### src/rtl/pipelined_addsub.sv
// Pipelined carry-propagate adder/subtractor: one SEG-bit segment per stage,
// registered inter-stage carry, valid/ready handshake and carry/overflow/zero flags.
`timescale 1ns/1ps
module pipelined_addsub #(
  parameter int WIDTH = 32,
  parameter int SEG   = 8
) (
  input  logic             clk,
  input  logic             rst_n,
  input  logic             in_valid,
  output logic             in_ready,
  input  logic [WIDTH-1:0] in_a,
  input  logic [WIDTH-1:0] in_b,
  input  logic [1:0]       in_op,
  input  logic             in_cin,
  output logic             out_valid,
  input  logic             out_ready,
  output logic [WIDTH-1:0] out_sum,
  output logic             out_carry,
  output logic             out_overflow,
  output logic             out_zero
);

  localparam int N = WIDTH / SEG;

  typedef enum logic [1:0] {
    OP_ADD = 2'b00,
    OP_SUB = 2'b01,
    OP_ADC = 2'b10,
    OP_SBB = 2'b11
  } op_e;

  logic             advance;
  logic [WIDTH-1:0] b_eff;
  logic             c0;

  // Stage registers: index k holds the operation after stage k has run.
  logic [WIDTH-1:0] a_q [N];
  logic [WIDTH-1:0] b_q [N];
  logic [WIDTH-1:0] s_q [N];
  logic [N-1:0]     v_q, c_q, z_q;
  logic             ovf_q;

  // Stage inputs, and next-state values computed from them.
  logic [WIDTH-1:0] a_in [N];
  logic [WIDTH-1:0] b_in [N];
  logic [WIDTH-1:0] s_in [N];
  logic [N-1:0]     v_in, c_in, z_in;
  logic [WIDTH-1:0] nx_s [N];
  logic [N-1:0]     nx_c, nx_z;
  logic             nx_ovf;

  assign advance  = !v_q[N-1] || out_ready;
  assign in_ready = advance;

  // Subtraction is a + ~b + 1; the borrow-in of sbb inverts into the carry-in.
  always_comb begin
    // NOTE: every output of a combinational block gets a default first, so no path can infer a latch.
    b_eff = in_b;
    c0    = 1'b0;
    case (op_e'(in_op))
      OP_ADD: c0 = 1'b0;
      OP_SUB: begin
        b_eff = ~in_b;
        c0    = 1'b1;
      end
      OP_ADC: c0 = in_cin;
      OP_SBB: begin
        b_eff = ~in_b;
        c0    = ~in_cin;
      end
      default: c0 = 1'b0;
    endcase
  end

  for (genvar k = 0; k < N; k++) begin : g_link
    if (k == 0) begin : g_head
      assign a_in[k] = in_a;
      assign b_in[k] = b_eff;
      assign s_in[k] = '0;
      assign c_in[k] = c0;
      assign z_in[k] = 1'b1;
      assign v_in[k] = in_valid;
    end else begin : g_tail
      assign a_in[k] = a_q[k-1];
      assign b_in[k] = b_q[k-1];
      assign s_in[k] = s_q[k-1];
      assign c_in[k] = c_q[k-1];
      assign z_in[k] = z_q[k-1];
      assign v_in[k] = v_q[k-1];
    end
  end

  always_comb begin
    logic [SEG:0] seg_sum;
    seg_sum = '0;
    nx_c    = '0;
    nx_z    = '0;
    nx_ovf  = 1'b0;
    for (int k = 0; k < N; k++) begin
      seg_sum = {1'b0, a_in[k][k*SEG +: SEG]} + {1'b0, b_in[k][k*SEG +: SEG]}
              + (SEG+1)'(c_in[k]);
      nx_s[k] = s_in[k];
      nx_s[k][k*SEG +: SEG] = seg_sum[SEG-1:0];
      nx_c[k] = seg_sum[SEG];
      nx_z[k] = z_in[k] & ~|seg_sum[SEG-1:0];
      // Carry into the MSB is recovered from the MSB's own sum bit.
      if (k == N-1)
        nx_ovf = (a_in[k][WIDTH-1] ^ b_in[k][WIDTH-1] ^ seg_sum[SEG-1]) ^ seg_sum[SEG];
    end
  end

  always_ff @(posedge clk or negedge rst_n) begin
    if (!rst_n) begin
      // NOTE: the data registers are reset too, so the result bus reads zero while in reset.
      for (int k = 0; k < N; k++) begin
        a_q[k] <= '0;
        b_q[k] <= '0;
        s_q[k] <= '0;
      end
      v_q   <= '0;
      c_q   <= '0;
      z_q   <= '0;
      ovf_q <= 1'b0;
    end else if (advance) begin
      // NOTE: sequential state uses non-blocking assignments so every stage shifts on the same edge.
      for (int k = 0; k < N; k++) begin
        a_q[k] <= a_in[k];
        b_q[k] <= b_in[k];
        s_q[k] <= nx_s[k];
      end
      v_q   <= v_in;
      c_q   <= nx_c;
      z_q   <= nx_z;
      ovf_q <= nx_ovf;
    end
  end

  assign out_valid    = v_q[N-1];
  assign out_sum      = s_q[N-1];
  assign out_carry    = c_q[N-1];
  assign out_zero     = z_q[N-1];
  assign out_overflow = ovf_q;

endmodule

### config.mk
export PLATFORM = sky130hd
export DESIGN_NAME = pipelined_addsub
export DESIGN_NICKNAME = d
export VERILOG_FILES = /design/src/rtl/pipelined_addsub.sv
export SDC_FILE = /design/constraint.sdc
export NUM_CORES = 1
export LEC_CHECK = 0
export ABC_CLOCK_PERIOD_IN_PS = 2800
export BUFFER_PORTS_ARGS = -buffer_cell sky130_fd_sc_hd__buf_2
export CAP_MARGIN = 20
export CORE_ASPECT_RATIO = 0.9
export CORE_UTILIZATION = 40
export DETAILED_ROUTE_END_ITERATION = 7
export PLACE_DENSITY = 0.66
export RECOVER_POWER = 50
export SLEW_MARGIN = 30
export SYNTH_ARGS = -nofsm -noshare
export SYNTH_HDL_FRONTEND = slang
export SYNTH_SLANG_ARGS = --single-unit
### constraint.sdc
create_clock -name clk -period 2.8 [get_ports clk]
set_input_delay 0.42 -clock clk [delete_from_list [all_inputs] [get_ports clk]]
set_output_delay 0.42 -clock clk [all_outputs]
set_load 0.01 [all_outputs]
==> qor.txt, run 1 <==
Critical path class: flip-flop to flip-flop
R2r endpoint: z_q[3]$_DFFE_PN0P_
Mapped Area: 8530 sq um
Max Cap Viol: 1
Final wirelength: 17300 um
Status: finished with violations
Clock sinks: 189
Fraction of layout cells with a size suffix above 1: 11.9%
CP bufs+invs: 0
Critical path endpoint category: flip-flop
DRT Pass-1 Iters: 5
CTS buffer count: 17
Slowest cell delay on critical path: 500 ps
Syn Inst Count: 935
Top cell by count, worst path: fa_1
DRC: 0
CP Max Fanout: 2
Worst-path cell chain: fa_1 -> fa_1 -> and3_1 -> o21ai_0 -> nand2b_1 -> a21oi_1 -> xor2_1 -> a32o_1
Die area: 21900 sq um
Worst min path class: input pin to flip-flop
Slew Viols, Final: 67
Nets: 1134
Synth unique cells: 38
Layout area overhead: 15.8%
Antenna cell count: 0
Crit start category: flip-flop
Total number of vias: 6118
Boundary Pins: 108
Clock Path Buffers: 2
GRT Util Overall: 17.0%
RSZ-0062 raised after global routing: false
Core Footprint: 20800 sq um
Vias in the first global route: 6104
TritonCTS clock tree: done
Crit-path leading delay family: adder cells
Antenna violations before repair: 0
GPL Wtd Cong: 0.812
Register area share after synthesis: 55.5%
Static Leak: 0.00500 uW
Post_cts resized: 0
Top FF cell, synth: dfrtp_1
Final hold vios: 0
Buffers added on ports: 107
Post-CTS Setup Bufs: 0
Slew @ Worst Pin: 1650 ps
Fin crit share: 88.0%
Pin count of the biggest net entering global routing: 158
Avg WL per Cell: 13.0 um
Fin Clk Skew: 11.2 ps
Slowest CP cell: fa_1
Hold-critical path endpoint: a_in[92]$_DFFE_PN0P_
R2r worst-path depth: 8
Min-Delay Path Depth: 3
Hold Path Origin: in_a[28]
Vias per cell: 4.61
Clk root buf: clkbuf_16
H-tree levels: 4
Worst IR Drop VDD: 0.416 mV
Row count: 50
Crit path required time: 3130 ps
Period minus WS final: 2460 ps
GRT overflow: 0
Initial Utilization: 40.9%
Post-synth EDFFs: 0
Pwr Total: 11200 uW
Placed wire-length estimate: 11700 um
Die Span Y: 141 um
Avg Cell Area, Syn: 9.12 sq um
Violated checks: capacitance limit, slew limit
Final core utilization: 47.4%
Max frequency: 406 MHz
Reg2reg setup slack: 340 ps
Worst r2r src: c_q[2]$_DFFE_PN0P_
Final setup vio count: 0
Yosys reg bits: 189
Fillers: 2050
Power Density: 1130 nW/um^2
Die extent in x: 156 um
Post-DRT Antenna Nets: 0
Relative slew slack: -9.88%
Clock-pin slew on the worst setup and hold paths: 70 ps
Detailed Route Iter0 Violations: 299
Arrival @ worst endpoint: 2790 ps
Setup TNS: 0 ps
FFs w/ async S/R, synth: 100%
Synth warn: 0
First-pass GRT wire length: 29700 um
Net count after synthesis: 1042
Clk_lat worst skew: 430 ps
Hold WS: 181 ps
power breakdown:
| group | internal (uW) | switching [uW] |
|---|---|---|
| sequential | 3930 | 660 |
| clock | 1320 | 1050 |
| combinational | 1660 | 2550 |
worst max path at each step:
| stage | startpoint | cells after the start | slack, ps | to |
|---|---|---|---|---|
| floorplan | in_op[0] | 11 | 20 | z_q[0]$_DFFE_PN0P_ |
| global placement | in_op[0] | 10 | 210 | z_q[0]$_DFFE_PN0P_ |
| detailed placement | in_op[0] | 10 | 130 | z_q[0]$_DFFE_PN0P_ |
| CTS | c_q[2]$_DFFE_PN0P_ | 8 | 360 | z_q[3]$_DFFE_PN0P_ |
| global route | rst_n | 3 | 120 | a_in[94]$_DFFE_PN0P_ |
| finish | c_q[2]$_DFFE_PN0P_ | 8 | 340 | z_q[3]$_DFFE_PN0P_ |
final cells by class:
class	count	area [sq um]	area share (%)
Clock buffer	19	433	4.38
Clock inverter	13	140	1.42
Inverter	9	36.3	0.367
Multi-Input combinational cell	692	3590	36.3
Sequential cell	189	4730	47.9
Tap cell	286	358	3.62
Timing Repair Buffer	118	593	6.00
worst reg2reg max path: stages (launching register included):
cell      delay [ps]
dfrtp_1          410
fa_1             500
fa_1             430
and3_1           170
o21ai_0          260
nand2b_1          90
a21oi_1          180
xor2_1           100
a32o_1           220
placed cells by master (no fill, tap or decap), drive strengths merged:
| master | count |
|---|---|
| bufinv | 2 |
| ha | 28 |
| nor2b | 3 |
| o31ai | 3 |
| or3 | 2 |
| nand3b | 1 |
| nor4 | 1 |
| or4 | 1 |
| a32o | 2 |
| mux2 | 4 |
| and4b | 1 |
| buf | 81 |
| a31oi | 4 |
| nand2 | 441 |
| o21bai | 2 |
| nor2 | 26 |
| clkinv | 7 |
| xnor2 | 34 |
| a41o | 1 |
| dfrtp | 189 |
| clkinvlp | 1 |
| o21a | 6 |
| or3b | 1 |
| nand4 | 3 |
| and3 | 1 |
| a21oi | 20 |
| clkbuf | 55 |
| o21ai | 49 |
| dlygate4sd3 | 1 |
| nand3 | 5 |
| fa | 8 |
| xor2 | 22 |
| nor3 | 5 |
| a211oi | 4 |
| inv | 12 |
| a21o | 9 |
| nand2b | 5 |
per-stage QoR:
stage / std cells / area (sq um) / setup slack [ps]
2_1_floorplan: 935 / 8530 / 18.0
3_3_place_gp: 1293 / 9390 / 214
3_5_place_dp: 1293 / 9390 / 128
4_1_cts: 1326 / 9970 / 357
5_1_grt: 1326 / 9880 / 122
6_report: 1326 / 9880 / 335
flip-flops by register name, summed over array words and instances, names as in the netlist:
name	cells
a_in	48
out_overflow	1
out_sum	32
c_q	4
v_q	4
z_q	4
nx_s	48
b_in	48
metal layers:
| metal | up-vias | global-route usage [%] | wire (um) |
|---|---|---|---|
| met1 | 2853 | 25.1 | 9170 |
| met3 | 9 | 2.97 | 512 |
| met4 | 0 | 5.01 | 168 |
| met2 | 98 | 25.3 | 7430 |
| li1 | 3158 | - | - |
| met5 | - | 0 | 0 |
synth_stat cells (3+ instances only):
cell type | n | area (sq um)
o21a_1 | 6 | 45.0
nor2b_1 | 3 | 18.8
clkbuf_1 | 37 | 139
o31ai_1 | 3 | 22.5
nor3_1 | 5 | 25.0
a21oi_1 | 20 | 100
mux2_2 | 4 | 45.0
o21ai_0 | 49 | 245
xor2_1 | 22 | 193
nor2_1 | 26 | 97.6
fa_1 | 8 | 160
nand3_1 | 5 | 25.0
nand4_1 | 3 | 18.8
xnor2_1 | 34 | 298
buf_1 | 3 | 11.3
dfrtp_1 | 189 | 4730
inv_1 | 9 | 33.8
nand2_1 | 441 | 1660
nand2b_1 | 5 | 31.3
a31oi_1 | 3 | 18.8
a21o_1 | 8 | 60.1
buf_2 | 5 | 25.0
ha_1 | 28 | 350
logic make-up after synthesis:
family / after synthesis / synth area share (%)
mux: 4 / 0.528
compound gates: 100 / 7.12
buf+inv: 54 / 2.45
flops: 189 / 55.5
xor+xnor: 56 / 5.75
fa+ha+maj: 36 / 5.99
simple gates: 496 / 22.7
timing repair:
item | in CTS | in global routing
endpoints found under the hold margin | 3 | 0
setup endpoints to repair | 0 | 0
hold buffers | 1 | 0
Power figures use the tool's default switching activity.
==> inputs of run 2 (changes only) <==
BUFFER_PORTS_ARGS = -buffer_cell sky130_fd_sc_hd__buf_4   (was -buffer_cell sky130_fd_sc_hd__buf_2)
==> run 2 against run 1 <==
Net effect: the run still ends with capacitance limit, slew limit left; die area is the same; sequential share of layout area down 0.93 points; non-clock buffer count unchanged; count of clock-buffer cells in the layout shrank 2; clock skew up 0.72 ps; worst setup slack better by 33 ps; via count up 0.15%; cell area is 2.0% higher; first-iteration DRC count is 9.7% higher; register-to-register slack improved by 30 ps; largest power group unchanged.
==> qor.txt, run 2 (synthesized netlist as in run 1, its figures left out) <==
Status: finished with violations
Violated checks: capacitance limit, slew limit
Crit path from: c_q[2]$_DFFE_PN0P_
Fin Clk Skew: 12.0 ps (+0.720 ps)
Pint: 6890 uW (-0.37%)
Initial Utilization: 40.9% (unchanged)
Final wirelength: 17100 um (-0.79%)
Sw Share: 38.6% (+0.46 points)
Buffers added on ports: 107 (unchanged)
Slowest CP cell: fa_1
Final setup vio count: 0 (unchanged)
DRT Pass-1 Iters: 4 (-1)
Critical path endpoint category: flip-flop
Max Cap Viol: 1 (unchanged)
Critical path destination: z_q[3]$_DFFE_PN0P_
Combinational Power Share: 37.8% (about the same)
Setup TNS: 0 ps (unchanged)
Nets: 1134 (unchanged)
Reg2reg setup slack: 370 ps (+30 ps)
Clk root buf: clkbuf_16
Crit start category: flip-flop
Post-DRT Antenna Nets: 0 (unchanged)
Commonest non-fill, non-tap cell in the layout: nand2_1
Clock Path Buffers: 2 (unchanged)
Clock-pin slew on the worst setup and hold paths: 80 ps (about the same)
Fraction of layout cells with a size suffix above 1: 12.1% (+0.19 points)
Die area: 21900 sq um (unchanged)
GRT Util Overall: 17.0% (+0.061 points)
Top cell by count, worst path: fa_1
DRC: 0 (unchanged)
Vias per cell: 4.62 (+0.15%)
Row count: 50 (unchanged)
Pin count of the biggest net entering global routing: 107 (-32%)
Detailed Route Iter0 Violations: 328 (+9.7%)
Die Span Y: 141 um (unchanged)
Worst-path cell chain: fa_1 -> fa_1 -> and3_1 -> o21ai_0 -> nand2b_1 -> a21oi_1 -> xor2_1 -> a32o_1
Net switching power: 4320 uW (+1.6%)
Die extent in x: 156 um (unchanged)
CTS buffer count: 17 (unchanged)
Core Footprint: 20800 sq um (unchanged)
Sequential power share: 40.9% (-0.2 points)
R2r endpoint: z_q[3]$_DFFE_PN0P_
GRT overflow: 0 (unchanged)
Clk pwr share: 21.3% (about the same)
First-pass GRT wire length: 29900 um (+0.51%)
Max frequency: 411 MHz (+1.4%)
Final hold vios: 0 (unchanged)
Antenna cell count: 0 (unchanged)
CP Max Fanout: 2 (unchanged)
Worst min path class: input pin to flip-flop
H-tree levels: 4 (unchanged)
Slowest cell delay on critical path: 480 ps (-20 ps)
Power Density: 1110 nW/um^2 (-1.6%)
R2r worst-path depth: 8 (unchanged)
Fin crit share: 86.8% (-1.2 points)
Clk_lat worst skew: 430 ps (about the same)
Worst IR Drop VDD: 0.444 mV (+6.7%)
Crit path required time: 3170 ps (+40 ps)
Clock sinks: 189 (unchanged)
Placed wire-length estimate: 11700 um (about the same)
Total number of vias: 6127 (+0.15%)
Slew Viols, Final: 64 (-4.5%)
Post_cts resized: 0 (unchanged)
RSZ-0062 raised after global routing: false
GPL Wtd Cong: 0.801 (-1.3%)
Avg WL per Cell: 12.9 um (-0.79%)
Final core utilization: 48.4% (+0.94 points)
Vias in the first global route: 6001 (-1.7%)
Boundary Pins: 108 (unchanged)
Critical path class: flip-flop to flip-flop
Period minus WS final: 2430 ps (-33.2 ps)
TritonCTS clock tree: done
Relative slew slack: -14.0% (-4.1 points)
Slew @ Worst Pin: 1710 ps (+62.1 ps)
Static Leak: 0.00506 uW (+1.3%)
Antenna violations before repair: 0 (unchanged)
Commonest non-fill, non-tap cells in the layout: nand2_1 (441), dfrtp_1 (189), buf_4 (78)
Worst r2r src: c_q[2]$_DFFE_PN0P_
Arrival @ worst endpoint: 2800 ps (about the same)
Fillers: 2047 (-0.15%)
Layout area overhead: 18.2%
run 2: final cells by class:
type / count / area (sq um) / area share [%]
clock buffer: 17 / 425 / 4.22
clock inverter: 15 / 150 / 1.49
inverter: 9 / 36.3 / 0.360
multi-input combinational: 692 / 3600 / 35.7
sequential: 189 / 4730 / 46.9
tap: 286 / 358 / 3.55
timing repair buffer: 118 / 779 / 7.74
run 2: power by group through the flow:
stage / Sequential (uW) / Clock, uW / Combinational (uW)
floorplan: 4600 / 0 / 3070
global placement: 4610 / 0 / 4390
detailed placement: 4650 / 0 / 4500
CTS: 4610 / 2450 / 4520
global route: 4760 / 2560 / 4920
finish: 4590 / 2380 / 4240
run 2: metrics by stage:
step / total power (uW) / instances / worst slack (ps) / hold WS (ps) / cell area [sq um]
floorplan: 7670 / 935 / 18.0 / 124 / 8530
global placement: 9000 / 1293 / 245 / 448 / 9640
detailed placement: 9150 / 1293 / 150 / 455 / 9640
CTS: 11600 / 1326 / 355 / 156 / 10200
global route: 12200 / 1326 / 178 / 172 / 10100
finish: 11200 / 1326 / 368 / 179 / 10100
run 2: timing repair:
item,4_1_cts,5_1_grt
hold buffers,1,0
buffers inserted,0,0
endpoints found under the setup margin,0,0
hold endpoints to repair,16,0
run 2: how the worst min path moves through the flow:
stage	startpoint	to	cells past startpoint	slack, ps
2_1_floorplan	rst_n	a_in[24]$_DFFE_PN0P_	0	120
3_3_place_gp	v_q[2]$_DFFE_PN0P_	v_q[2]$_DFFE_PN0P_	2	450
3_5_place_dp	nx_s[40]$_DFFE_PN0P_	nx_s[8]$_DFFE_PN0P_	2	450
4_1_cts	in_a[28]	a_in[92]$_DFFE_PN0P_	3	160
5_1_grt	in_a[19]	a_in[83]$_DFFE_PN0P_	3	170
6_report	in_a[28]	a_in[92]$_DFFE_PN0P_	3	180
run 2: critical path, delay by kind of cell (launching register included):
family	cells	cell delay, ps
adder cells (fa/ha/maj)	2	900
AO/OA/AOI/OAI	3	590
AND/OR/NAND/NOR	2	270
XOR/XNOR	1	190
flip-flops	1	410
run 2: per-layer routing:
metal  vias to the layer above  GRT usage (%)  part of all wire (%)
li1                       3159              -                     -
met1                      2871           25.5                    54
met4                         0           5.26                   1.0
met3                        13           3.16                   3.1
met5                         -              0                     0
met2                        84           24.8                    42
